$ cat src/rtl/psram_arbiter.sv
// Round-robin two-port arbiter and single-word transaction sequencer for the PSRAM quad interface.
// Handshake: a port's req is held until its one-cycle ack; the ack closes the transfer and carries read data.
module psram_arbiter #(
  parameter int GAP_CYCLES     = 4,
  parameter int TIMEOUT_CYCLES = 255,
  parameter int CNT_W          = 8
) (
  input  logic        mem_clk,
  input  logic        rst_n,
  input  logic        a_req,
  input  logic        a_we,
  input  logic [22:0] a_addr,
  input  logic [15:0] a_wdata,
  output logic        a_ack,
  output logic [15:0] a_rdata,
  input  logic        b_req,
  input  logic        b_we,
  input  logic [22:0] b_addr,
  input  logic [15:0] b_wdata,
  output logic        b_ack,
  output logic [15:0] b_rdata,
  input  logic        psram_ready,
  output logic        psram_quad_start,
  output logic [1:0]  psram_read_write,
  output logic [22:0] psram_address,
  output logic [15:0] psram_data_in,
  input  logic        psram_endcommand,
  input  logic [15:0] psram_data_out,
  output logic        busy,
  output logic        err,
  output logic [2:0]  o_dbg_state
);

  typedef enum logic [2:0] {
    S_WAIT_INIT = 3'd0,
    S_IDLE      = 3'd1,
    S_ISSUE     = 3'd2,
    S_BUSY      = 3'd3,
    S_GAP       = 3'd4
  } state_t;

  localparam logic [CNT_W-1:0] L_TO_LAST  = CNT_W'(TIMEOUT_CYCLES - 1);
  localparam logic [CNT_W-1:0] L_GAP_LAST = CNT_W'(GAP_CYCLES - 1);

  state_t           r_state;
  state_t           w_next;
  logic [CNT_W-1:0] r_cnt;
  logic             r_last_grant;  // 0 = A, 1 = B
  logic             r_grant;
  logic             r_we;
  logic [22:0]      r_addr;
  logic [15:0]      r_wdata;
  logic [1:0]       r_rw;
  logic             r_a_ack;
  logic             r_b_ack;
  logic [15:0]      r_a_rdata;
  logic [15:0]      r_b_rdata;
  logic             r_err;
  logic             r_busy;

  logic             w_grant;
  logic             w_sel;
  logic             w_finish;
  logic             w_timeout;
  logic             w_we;
  logic [22:0]      w_addr;
  logic [15:0]      w_wdata;
  logic [15:0]      w_rd;

  always_comb begin
    w_next    = r_state;
    w_grant   = 1'b0;
    w_sel     = r_grant;
    w_finish  = 1'b0;
    w_timeout = 1'b0;
    case (r_state)
      S_WAIT_INIT: if (psram_ready) w_next = S_IDLE;
      S_IDLE: begin
        if (a_req && b_req) begin
          w_grant = 1'b1;
          w_sel   = ~r_last_grant;
        end else if (a_req) begin
          w_grant = 1'b1;
          w_sel   = 1'b0;
        end else if (b_req) begin
          w_grant = 1'b1;
          w_sel   = 1'b1;
        end
        if (w_grant) w_next = S_ISSUE;
      end
      S_ISSUE: w_next = S_BUSY;
      S_BUSY: begin
        // endcommand in the first BUSY cycle may be stale from the previous transfer
        if (psram_endcommand && (r_cnt != '0)) begin
          w_finish = 1'b1;
          w_next   = S_GAP;
        end else if (r_cnt == L_TO_LAST) begin
          w_finish  = 1'b1;
          w_timeout = 1'b1;
          w_next    = S_GAP;
        end
      end
      S_GAP: if (r_cnt == L_GAP_LAST) w_next = S_IDLE;
      default: w_next = S_WAIT_INIT;
    endcase
    // Losing the PSRAM abandons everything in flight without an ack.
    if (!psram_ready && (r_state != S_WAIT_INIT)) begin
      w_next    = S_WAIT_INIT;
      w_grant   = 1'b0;
      w_finish  = 1'b0;
      w_timeout = 1'b0;
    end
  end

  assign w_we    = w_sel ? b_we : a_we;
  assign w_addr  = w_sel ? b_addr : a_addr;
  assign w_wdata = w_sel ? b_wdata : a_wdata;
  assign w_rd    = w_timeout ? 16'h0000 : psram_data_out;

  always_ff @(posedge mem_clk or negedge rst_n) begin
    if (!rst_n) begin
      r_state <= S_WAIT_INIT;
      r_cnt   <= '0;
    end else begin
      r_state <= w_next;
      if (w_next != r_state) r_cnt <= '0;
      else if ((r_state == S_BUSY) || (r_state == S_GAP)) r_cnt <= r_cnt + 1'b1;
    end
  end

  always_ff @(posedge mem_clk or negedge rst_n) begin
    if (!rst_n) begin
      r_last_grant <= 1'b1;
      r_grant      <= 1'b0;
      r_we         <= 1'b0;
      r_addr       <= '0;
      r_wdata      <= '0;
      r_rw         <= 2'd0;
      r_a_ack      <= 1'b0;
      r_b_ack      <= 1'b0;
      r_a_rdata    <= '0;
      r_b_rdata    <= '0;
      r_err        <= 1'b0;
      r_busy       <= 1'b0;
    end else begin
      r_busy  <= (w_next != S_IDLE);
      r_a_ack <= 1'b0;
      r_b_ack <= 1'b0;
      if (w_grant) begin
        r_grant      <= w_sel;
        r_last_grant <= w_sel;
        r_we         <= w_we;
        r_addr       <= w_addr;
        r_wdata      <= w_wdata;
        r_rw         <= w_we ? 2'd1 : 2'd2;
      end else if ((w_next == S_GAP) || (w_next == S_WAIT_INIT)) begin
        r_rw <= 2'd0;
      end
      if (w_finish) begin
        if (r_grant) r_b_ack <= 1'b1;
        else         r_a_ack <= 1'b1;
        if (!r_we) begin
          if (r_grant) r_b_rdata <= w_rd;
          else         r_a_rdata <= w_rd;
        end
      end
      if (w_timeout) r_err <= 1'b1;
    end
  end

  assign psram_quad_start = (r_state == S_ISSUE);
  assign psram_read_write = r_rw;
  assign psram_address    = r_addr;
  assign psram_data_in    = r_wdata;
  assign a_ack            = r_a_ack;
  assign b_ack            = r_b_ack;
  assign a_rdata          = r_a_rdata;
  assign b_rdata          = r_b_rdata;
  assign busy             = r_busy;
  assign err              = r_err;
  assign o_dbg_state      = r_state;

endmodule

$ cat config.mk
export PLATFORM = sky130hd
export DESIGN_NAME = psram_arbiter
export DESIGN_NICKNAME = d
export VERILOG_FILES = /design/src/rtl/psram_arbiter.sv
export SDC_FILE = /design/constraint.sdc
export NUM_CORES = 1
export LEC_CHECK = 0
export ABC_AREA = 1
export BUFFER_PORTS_ARGS = -buffer_cell sky130_fd_sc_hd__buf_2
export CELL_PAD_IN_SITES_DETAIL_PLACEMENT = 1
export CELL_PAD_IN_SITES_GLOBAL_PLACEMENT = 1
export CORE_ASPECT_RATIO = 1.75
export CORE_UTILIZATION = 37
export CTS_CLUSTER_DIAMETER = 50
export CTS_CLUSTER_SIZE = 25
export DETAILED_ROUTE_END_ITERATION = 10
export PLACE_DENSITY_LB_ADDON = 0.1
export SYNTH_ARGS = -nofsm -noshare
export SYNTH_HDL_FRONTEND = slang
export SYNTH_SLANG_ARGS = --single-unit
$ cat constraint.sdc
create_clock -name mem_clk -period 4.5 [get_ports mem_clk]
set_clock_uncertainty 0.2 [all_clocks]
set_input_delay 0.225 -clock mem_clk [delete_from_list [all_inputs] [get_ports mem_clk]]
set_output_delay 0.225 -clock mem_clk [all_outputs]
set_load 0.01 [all_outputs]
# Word level (Yosys, flattened, before mapping)

Cells that the tools add are included.
Widths: inputs -> output; s select.

Register bits after elaboration: 91
Bits of input ports: 102
Output and inout port bits: 81

$add $sub $neg: 1
Equality and inequality tests: 9
Multiplexer cells: 37
Bitwise logic cells: 3
Reduce and logical (&&, ||, !) cells: 14

Operators with widths:

| cell                | number |
|---|---|
| $mux 16             | 2 |
| $mux 23             | 1 |
| $mux 1              | 22 |
| $mux 3              | 6 |
| $mux 8              | 2 |
| $pmux 3 s5          | 1 |
| $add 8x1->8 const B | 1 |
| $eq 8x2->1 const B  | 1 |
| $eq 8x8->1 const B  | 1 |
| $reduce_bool 8->1   | 1 |
| $eq 3x2->1 const B  | 2 |
| $eq 3x3->1 const B  | 2 |
| $logic_not 3->1     | 2 |
| $mux 2              | 3 |
| $reduce_and 3->1    | 2 |
| $reduce_bool 2->1   | 2 |
| $eq 3x1->1 const B  | 1 |
| $logic_and 1x1->1   | 3 |
| $ne 3x1->1 const B  | 1 |
| $ne 3x3->1          | 1 |
| $not 1->1           | 3 |
| $reduce_bool 3->1   | 1 |
| $logic_or 1x1->1    | 2 |
| $logic_not 1->1     | 1 |

# Depth between registers and ports, before layout

Word-level depth: 11
Mapped depth: 13
Mapped depth without buffers: 12

# Least setup slack after synthesis

No wires, ideal clock.

Path type: register -> register
From: register r_cnt[0]
To: register r_b_rdata[10], in the netlist b_rdata[10]
Arrival: 1.484 ns
Data required time: 4.181 ns
Setup slack: 2.697 ns
Stages on the path, launching flop included: 13
Path buffers: 1
Path through: dfrtp_1 -> inv_1 -> ha_1 -> nand4_2 -> nand2_1 -> nand2_1 -> nor2_2 -> inv_2 -> nor2_4 -> nand2_4 -> buf_6 -> nand2_1 -> o21ai_2

Longest elaborated chain between the ends: 6

RTL lines:

| what                                                  | line   | text |
|---|---|---|
| from (decl)                                           | 47     | `logic [CNT_W-1:0] r_cnt;` |
| from (signal assigned)                                | 127    | `else if ((r_state == S_BUSY) \|\| (r_state == S_GAP)) r_cnt <= r_cnt + 1'b1;` |
| $eq 8x8->1 or $reduce_bool 8->1 (tied branches)       | 97, 94 |  |
| $mux 1 or $logic_and 1x1->1 (tied branches)           | 97, 94 |  |
| $mux 1                                                | 94     | `if (psram_endcommand && (r_cnt != '0)) begin` |
| $mux 1                                                | 76     | `case (r_state)` |
| $mux 1                                                | 107    | `if (!psram_ready && (r_state != S_WAIT_INIT)) begin` |
| $reduce_and 3->1 (no line) or $mux 16 (tied branches) | --     |  |
| to (signal assigned)                                  | 163    | `if (r_grant) r_b_rdata <= w_rd;` |
| to (decl)                                             | 57     | `logic [15:0] r_b_rdata;` |

Several ways; a longest one is shown, not always the timed one.
A chain may end at the register's enable or synchronous reset.

# Final worst setup path

From: register r_state[2], in the netlist o_dbg_state[2]
To: register r_addr[22], in the netlist psram_address[22]

Longest elaborated chain between the ends: 3

RTL lines:

| what                                            | line     | text |
|---|---|---|
| from (decl)                                     | 45       | `state_t r_state;` |
| from (signal assigned)                          | 125      | `r_state <= w_next;` |
| $eq 3x1->1 or $reduce_bool 3->1 (tied branches) | 76, 107  |  |
| $mux 1 or $logic_and 1x1->1 (tied branches)     | 76, 107  |  |
| $mux 23 or $mux 1 (tied branches)               | 116, 107 |  |
| to (signal assigned)                            | 153      | `r_addr <= w_addr;` |
| to (decl)                                       | 51       | `logic [22:0] r_addr;` |

Several ways; a longest one is shown, not always the timed one.

==> flow_summary.ini <==
[pwr]
ir_drop_v = 0.000270
cellPowerDensity_nw_per_um2 = 569
p_leak_nw = 3.33

[sta]
finalCriticalPeriod_ns = 3.46
rsz0062_at_grt = false
setup-tns-final_ns = 0
final-hold-violation-count = 0
worst_slew_pin_slew_ns = 0.846
fmax_ghz = 0.289
period_share = 0.768
drv_slew = 0
fin_hold_ws_ns = 0.00265
worst_slack_ns = 1.04
setup_viol = 0
slew_headroom = 0.434

[cts]
cts_buffers = 9
clk_pin_slew_ns = 0.07
ctsHoldBuffers = 86
postCtsSetupRepairBufs = 0
htree_num_levels = 3
cts_resized = 0
insertion_delay_ns = 0.34
cts-root-buf = clkbuf_16
cts_tree = yes
numClockSinks = 91
cts_buffer_depth = 2

[floorplanning]
die-area_sq_um = 11900
io_pins = 183
rows = 51
coreArea_sq_um = 11100
chipHeight_um = 143
die_w_um = 82.7
initial_core_util = 0.380

[synth]
ys_seq_elements = 91
synth_top_family_by_area = simple AND/OR/NAND/NOR gates
synth_top_cell_by_area = dfrtp_1
yosysTopAreaCellShare = 0.533
synth_mux_area_frac = 0
yosys-top-cells-area = dfrtp_1 (53%), nand2_1 (11%), o21ai_2 (5.8%)
synth_nets = 583
synth-simple-area-share = 0.213
synth_fa_ha_area_frac = 0.00889
synth_compound_area_frac = 0.167
synth-xor-area-share = 0.0124
syn_area_sq_um = 4220
yosys_warnings = 0
synth_seq_area_share = 0.540
synth_cell_types = 28
avgSynthCellArea_sq_um = 8.83
netlist_instances = 478

[critical_path]
crit_arrival_ns = 3.49
crit_path_end_kind = flop
path_class = flop to flop
cp-startpoint = o_dbg_state[2]
required_ns = 4.54
r2r-start = o_dbg_state[2]
path_max_fanout = 42
worstSetupStartpointType = flop

[drt]
totalWireLength_mm = 14.4
drt-initial-drc-count = 149
vias = 4370
viasPerCell = 5.01
wl_per_cell_um = 16.5
drc = 0
antenna_left = 0
drt_first_pass_iters = 4

[placed_design]
io_buffers = 182
post-place-cells = 771
hpwl_mm = 9.04
gp_congestion = 0.861
place_ws_ns = 1.69

[status]
status = finished, final reports clean

[cells_and_area]
ff_latch_area_sq_um = 2280
fin_nets = 841
multi_input_area_sq_um = 1700
final_core_util = 0.570
fillers = 1333
diodes = 0
areaGrowthSynthToFinish_pct = 49.8
layout.cells.non_filler = 873
drive_gt1_frac = 0.339

[worst_hold_path]
hp-class = input pin to flop
min-delay-start = b_addr[10]

[global_route]
grt.overflow.total = 0
grt_pass1_vias = 4798
grt_pass1_wl_mm = 22.6
antenna_found_initial = 0
grt_max_degree = 48
grt_usage = 0.254

[run]
maxCapViolations = 0
cells in the mapped netlist:
library cell,instances
a21oi_1,1
a21oi_2,1
buf_2,17
buf_6,6
clkinv_1,2
dfrtp_1,90
dfstp_2,1
ha_1,3
inv_1,16
inv_2,7
nand2_1,126
nand2_2,3
nand2_4,2
nand3_1,9
nand3_4,1
nand4_1,3
nand4_2,2
nor2_1,58
nor2_2,3
nor2_4,2
nor3_1,1
nor3_4,1
o21ai_0,42
o21ai_1,46
o21ai_2,28
o22ai_1,1
xnor2_1,1
xor2_1,5
report_power, final:
part | total, mW | internal (mW) | switching [mW] | leakage [nW]
Sequential | 1.22 | 1.07 | 0.147 | 1.19
Clock | 0.774 | 0.435 | 0.339 | 0.144
Combinational | 1.60 | 0.700 | 0.904 | 2.00
metrics by stage:
stage               power, mW  area (sq um)
finish                   3.60          6320
global route             3.85          6320
CTS                      3.57          6320
detailed placement       2.49          5160
global placement         2.44          5160
floorplan                2.00          4220
cell usage in the layout (no fill, tap or decap), types with 2 or more instances in the layout:
cell / netlist / routed
buf_2: 17 / 181
nand2_1: 126 / 126
dfrtp_1: 90 / 90
dlygate4sd3_1: 0 / 86
nor2_1: 58 / 58
o21ai_1: 46 / 46
o21ai_0: 42 / 42
o21ai_2: 28 / 28
inv_1: 16 / 16
nand3_1: 9 / 9
clkbuf_16: 0 / 9
inv_2: 7 / 7
xor2_1: 5 / 5
nor2_2: 3 / 3
nand4_1: 3 / 3
nand2_2: 3 / 3
ha_1: 3 / 3
buf_4: 0 / 3
clkinv_1: 2 / 2
nand4_2: 2 / 2
nor2_4: 2 / 2
nand2_4: 2 / 2
clkinvlp_4: 0 / 2
clkinv_2: 0 / 2
cells by family (layout without fill, tap and decap cells):
| kind of cell | count (synthesis) | in the layout |
|---|---|---|
| adders and majority gates | 3 | 3 |
| AOI/OAI and AO/OA | 119 | 119 |
| xor gates and xnor gates | 6 | 6 |
| DFF | 91 | 91 |
| and+or+nand+nor | 211 | 211 |
| buffers and inverters | 48 | 311 |
routing by layer:
layer	GRT usage	vias to the layer above	wire, um
met4	0.134	0	565
met3	0.0514	41	820
li1	-	2060	-
met2	0.462	156	7850
met1	0.263	2113	5200
met5	0	-	0
worst max-delay path: stages (launching register included):
cell and delay, ns:
dfrtp_1 0.48, nor2_2 0.16, nand2_1 0.10, a21oi_1 0.13, nand2_1 0.07, nand2_2 0.62
inv_2 0.49, o21ai_0 0.42, o21ai_1 0.08, dlygate4sd3_1 0.57
state kept, by name (all words and copies together) (netlist names):
register and cells:
b_ack 1, r_last_grant 1, psram_read_write 2, a_rdata 16, busy 1, psram_address 23
r_grant 1, b_rdata 16, r_cnt 8, psram_data_in 16, err 1, o_dbg_state 3
r_we 1, a_ack 1
path summary, 6_finish.rpt:
kind | slack (ns) | cells after the start | endpoint
max | 1.04 | 9 | psram_address[22]
min | 0.003 | 3 | psram_address[10]
max reg2reg | 1.04 | 9 | psram_address[22]
min reg2reg | 0.27 | 2 | psram_read_write[0]
max in group asynchronous | 2.83 | 3 | b_rdata[0]
min in group asynchronous | 0.24 | 2 | r_cnt[7]
area by class of cell:
cell class	instances	share of cell area
sequential	91	0.360
timing repair buffer	270	0.283
multi-input combinational	339	0.268
clock buffer	9	0.0356
tap	132	0.0261
inverter	25	0.0148
clock inverter	7	0.0119
(Power assumes the default switching activity.)
